===== config.mk =====
export PLATFORM = sky130hd
export DESIGN_NAME = fifo_axis_credit_tx
export DESIGN_NICKNAME = d
export VERILOG_FILES = /design/src/rtl/fifo_axis_credit_tx.sv
export SDC_FILE = /design/constraint.sdc
export NUM_CORES = 2
export LEC_CHECK = 0
export BUFFER_PORTS_ARGS = -buffer_cell sky130_fd_sc_hd__buf_2
export CAP_MARGIN = 30
export CORE_MARGIN = 10
export CORE_UTILIZATION = 36
export CTS_BUF_LIST = sky130_fd_sc_hd__clkbuf_16
export DETAILED_ROUTE_END_ITERATION = 7
export GPL_TIMING_DRIVEN = 0
export HOLD_SLACK_MARGIN = 0.12
export PLACE_DENSITY_LB_ADDON = 0.08
export SYNTH_ARGS = -nofsm -noshare
export SYNTH_HDL_FRONTEND = slang
export SYNTH_SLANG_ARGS = --single-unit

===== constraint.sdc =====
create_clock -name clk -period 29.4 [get_ports clk]
set_input_delay 0 -clock clk [delete_from_list [all_inputs] [get_ports clk]]
set_output_delay 0 -clock clk [all_outputs]
set_load 0.005 [all_outputs]

===== src/rtl/fifo_axis_credit_tx.sv =====
// Credit-based AXI-Stream transmitter: a 2-entry skid buffer feeds a registered,
// valid-only output; each issued beat consumes one credit returned by the remote FIFO.
module fifo_axis_credit_tx #(
  parameter int unsigned FIFO_W   = 512,
  parameter int unsigned CREDITS  = 64,
  parameter string       HAS_LAST = "false",
  parameter int unsigned RET_W    = 2
) (
  input  logic                             clk,
  input  logic                             rst,
  input  logic [FIFO_W-1:0]                axis_data_i,
  input  logic                             axis_valid_i,
  input  logic                             axis_last_i,
  output logic                             axis_ready_o,
  output logic [FIFO_W-1:0]                tx_data_o,
  output logic                             tx_valid_o,
  output logic                             tx_last_o,
  input  logic [RET_W-1:0]                 credit_ret_i,
  output logic [$clog2(CREDITS+1)-1:0]     credit_o,
  output logic                             credit_err_o
);

  localparam int unsigned CW       = $clog2(CREDITS + 1);
  localparam int unsigned EW       = CW + RET_W + 1;
  localparam bit          USE_LAST = (HAS_LAST == "true");

  typedef enum logic [1:0] {
    EMPTY = 2'd0,
    ONE   = 2'd1,
    FULL  = 2'd2
  } occ_e;

  occ_e                    occ_q, occ_d;
  logic [1:0][FIFO_W-1:0]  buf_data_q;
  logic [1:0]              buf_last_q;
  logic                    wr_ptr_q, rd_ptr_q;
  logic [CW-1:0]           credit_q, credit_d;
  logic                    err_q, err_d;
  logic [EW-1:0]           credit_sum;
  logic [FIFO_W-1:0]       tx_data_q;
  logic                    tx_valid_q, tx_last_q;
  logic                    accept, issue;

  // Ready depends only on occupancy so no credit path reaches the upstream handshake.
  assign axis_ready_o = (occ_q != FULL);
  assign accept       = axis_valid_i & axis_ready_o;
  assign issue        = (occ_q != EMPTY) && (credit_q != '0);

  always_comb begin
    occ_d = occ_q;
    unique case (occ_q)
      EMPTY: if (accept) occ_d = ONE;
      ONE: begin
        if (accept && !issue)      occ_d = FULL;
        else if (!accept && issue) occ_d = EMPTY;
      end
      FULL:    if (issue) occ_d = ONE;
      default: occ_d = EMPTY;
    endcase
  end

  // Widened sum so a return on a full count cannot wrap before the saturation test.
  always_comb begin
    credit_sum = EW'(credit_q) - EW'(issue) + EW'(credit_ret_i);
    credit_d   = credit_sum[CW-1:0];
    err_d      = err_q;
    if (credit_sum > EW'(CREDITS)) begin
      credit_d = CW'(CREDITS);
      err_d    = 1'b1;
    end
  end

  always_ff @(posedge clk or posedge rst) begin
    if (rst) begin
      occ_q      <= EMPTY;
      wr_ptr_q   <= 1'b0;
      rd_ptr_q   <= 1'b0;
      credit_q   <= CW'(CREDITS);
      err_q      <= 1'b0;
      tx_valid_q <= 1'b0;
      tx_last_q  <= 1'b0;
      tx_data_q  <= '0;
    end else begin
      occ_q      <= occ_d;
      credit_q   <= credit_d;
      err_q      <= err_d;
      tx_valid_q <= issue;
      tx_last_q  <= issue & buf_last_q[rd_ptr_q];
      if (accept) wr_ptr_q <= ~wr_ptr_q;
      if (issue) begin
        rd_ptr_q  <= ~rd_ptr_q;
        tx_data_q <= buf_data_q[rd_ptr_q];
      end
    end
  end

  // Storage needs no reset: occupancy alone decides which slots are meaningful.
  always_ff @(posedge clk) begin
    if (accept) begin
      buf_data_q[wr_ptr_q] <= axis_data_i;
      buf_last_q[wr_ptr_q] <= axis_last_i & USE_LAST;
    end
  end

  assign tx_data_o    = tx_data_q;
  assign tx_valid_o   = tx_valid_q;
  assign tx_last_o    = tx_last_q;
  assign credit_o     = credit_q;
  assign credit_err_o = err_q;

endmodule


==> results.json <==
{
  "outcome": "complete, no violations",
  "synth_largest_area_cell": "edfxtp_1",
  "start_util_pct": 36.1,
  "worst-setup-path-type": "flip-flop to flip-flop",
  "syn_nets": 3860,
  "power.total_mw": 8.09,
  "clock.fmax_mhz": 159,
  "dp_worst_setup_slack_ns": 23.48,
  "place_area_um2": 63600,
  "vias": 36300,
  "dp_hpwl_um": 130000,
  "cp-end-kind": "flip-flop",
  "min_period_ns": 6.28,
  "drcViolationCount": 0,
  "clkTransAtPathRegs_ns": 0.06,
  "synth_area_leaders": "edfxtp_1, dfrtp_1, mux2i_1, nand2_1, o21ai_0",
  "cts_tree": "done",
  "drive_gt1_share_pct": 22.8,
  "cp.arrival_ns": 6.92,
  "fp.dieH_um": 410,
  "fin_cells": 7811,
  "slowest_stage": "dlygate4sd3_1",
  "num_io_pins": 1041,
  "root_buffer": "clkbuf_16",
  "fin_crit_sh_pct": 21.4,
  "drt-total-wl_um": 181000,
  "cp_max_fo": 10,
  "rr_worst_depth": 18,
  "relSlewSlack_pct": 36.0,
  "clockBufferDepth": 3,
  "fin_skew_ns": 0.0431,
  "core_area_um2": 152000,
  "hold_violations": 0,
  "crit_chain": "nor2_1, nand4_1, o21ai_1, clkbuf_1, buf_2, buf_2, clkbuf_1, inv_1, ha_1, xor2_1, fa_1, or4bb_1, o32ai_2, o21ai_0, and3_4, a311oi_2, a21boi_1, dlygate4sd3_1",
  "fin_util_pct": 52.1,
  "ctsResizeCount": 0,
  "avgSynthCellArea_um2": 16.4,
  "grt_pass1_vias": 38200,
  "cts_buffers": 169,
  "gp_congestion": 0.787,
  "ys_types": 43,
  "grt_max_degree": 108,
  "drt_iter0_drc": 2167,
  "cap_viol_max_count": 0,
  "numPortBuffers": 1039,
  "area_delta_synth_final_pct": 44.2,
  "vias_per_cell": 4.65,
  "yosys.area.top_type_share_pct": 56.2,
  "required_ns": 30.04,
  "grtUsageTotal_pct": 20.9,
  "antenna_found_initial": 49,
  "clk_latency_ns": 0.77,
  "hold_depth": 2,
  "setup_viol": 0,
  "p_leak_nw": 33.0,
  "setup_ws_ns": 23.12,
  "hold_path_class": "primary input to flip-flop",
  "dieArea_um2": 168000,
  "p_per_area_nw_per_um2": 102,
  "finalMaxSlewViolations": 0,
  "first_pass_iters": 7,
  "tightest_slew_ns": 0.960,
  "worst_setup_path_start_kind": "flip-flop",
  "dp_cells": 6454,
  "grt_pass1_wl_um": 260000,
  "gr-total-overflow": 0,
  "vdd_drop_max_mv": 0.0532,
  "synthCells": 3336,
  "wl_per_cell_um": 23.1,
  "postCtsSetupRepairBufs": 0,
  "final_area_um2": 79100,
  "synth_seq_cells": 1552,
  "fin_nets": 6141,
  "htree_levels": 4,
  "yosysWarnings": 0,
  "synth-seq-area-share_pct": 80.2,
  "rsz0062_at_grt": "false",
  "cts.sink_count": 1552,
  "die_w_um": 410,
  "netlist_area_um2": 54800,
  "n_fill_cell": 13500,
  "slowest_delay_ns": 0.58,
  "rows": 143,
  "drtAntennaViolNets": 0
}
layout make-up:
type / instances / area [µm²] / share of cell area [%]
Tap cell: 2030 / 2540 / 3.21
Multi-Input combinational cell: 1606 / 10200 / 12.9
Antenna cell: 20 / 50.0 / 0.0633
Clock inverter: 141 / 795 / 1.01
Clock buffer: 174 / 4350 / 5.51
Sequential cell: 1552 / 44000 / 55.6
Timing Repair Buffer: 2110 / 16500 / 20.8
Buffer: 171 / 652 / 0.825
Inverter: 7 / 33.8 / 0.0427
layer usage:
| layer | share of wire [%] | GRT usage (%) |
|---|---|---|
| met5 | 0.16 | 0 |
| met4 | 3.6 | 7.24 |
| met3 | 7.2 | 6.86 |
| met2 | 50 | 36.4 |
| met1 | 39 | 24.0 |
cell usage after synthesis:
cell type	number
a2111oi_2	1
a21boi_1	2
a21o_1	1
a21oi_1	3
a311oi_2	1
and2_1	2
and3_1	2
and3_2	1
and3_4	1
and4_1	1
buf_1	16
buf_2	8
clkbuf_1	147
dfrtp_1	525
dfstp_2	1
edfxtp_1	1026
fa_1	1
ha_1	5
inv_1	7
mux2i_1	515
nand2_1	514
nand2b_1	1
nand3_1	1
nand3b_1	1
nand4_1	1
nand4b_1	1
nor2_1	12
nor2b_1	2
nor2b_2	1
nor3_1	1
nor3_4	1
nor3b_1	1
o21a_1	2
o21a_2	1
o21ai_0	334
o21ai_1	180
o22ai_1	2
o32ai_2	1
or4_1	1
or4b_4	1
or4bb_1	1
xnor2_1	7
xor2_1	3
state kept, by name, summed over array words and instances (netlist names):
signal	cells
credit_o	7
tx_valid_o	1
buf_data_q	1024
tx_last_o	1
credit_err_o	1
rd_ptr_q	1
occ_q	2
tx_data_o	512
buf_last_q	2
wr_ptr_q	1
path summary, 6_finish.rpt:
kind                                            startpoint  slack (ns)                    endpoint
worst max-delay path                 credit_o[5]$_DFF_PP0_       23.12       credit_o[0]$_DFF_PP0_
worst min-delay path                       axis_data_i[22]        0.14    buf_data_q[22]$_DFFE_PP_
worst max register to register       credit_o[5]$_DFF_PP0_       23.12       credit_o[0]$_DFF_PP0_
worst min register to register  tx_data_o[195]$_DFFE_PP0P_        0.47  tx_data_o[195]$_DFFE_PP0P_
max in group asynchronous                              rst       26.83    tx_data_o[6]$_DFFE_PP0P_
min in group asynchronous                              rst        0.54  tx_data_o[354]$_DFFE_PP0P_
power by group:
group | internal [mW] | switching (mW)
Clock | 1.12 | 0.851
Sequential | 3.09 | 0.260
Combinational | 1.01 | 1.76
Total | 5.22 | 2.87
worst max-delay path: cells and delay by family, from the launching register on:
kind	cells	cell delay [ns]
flip-flops	1	0.47
buffers and inverters	6	2.52
AND/OR/NAND/NOR	4	1.13
adder cells (fa/ha/maj)	2	0.56
AO/OA/AOI/OAI	5	1.25
XOR/XNOR	1	0.23
through the flow:
stage | TNS, ns | hold slack, ns
2_1_floorplan | 0 | 0.0989
3_3_place_gp | -5609.43 | 0.187
3_5_place_dp | 0 | 0.138
4_1_cts | 0 | 0.142
5_1_grt | 0 | 0.150
6_report | 0 | 0.144
cells by family (layout without fill, tap and decap cells):
family,count (synthesis),count (layout),synth area share (%)
adders and majority gates,6,6,0.151
AOI/OAI and AO/OA,528,528,4.91
muxes,515,515,9.40
other,0,20,0
DFF,1552,1552,80.2
and+or+nand+nor,547,547,3.91
xor gates and xnor gates,10,10,0.160
buffers and inverters,178,2603,1.24
cells in the final DEF (no fill, tap or decap), drive strengths merged, types with 3 or more instances in the layout:
cell type,n
o21ai,514
xor2,3
inv,76
dfrtp,525
nand2,514
ha,5
mux2i,515
dlygate4sd3,1022
buf,1112
clkinv,64
xnor2,7
o21a,3
nor2b,3
and3,4
bufinv,6
clkbuf,321
diode,20
a21oi,3
nor2,12
edfxtp,1026
repair_timing:
item | in CTS | in global routing
setup endpoints to repair | 0 | 0
hold endpoints to repair | 1518 | 0
hold buffers | 1022 | 0
No activity file was read; power rests on OpenSTA's default activity.
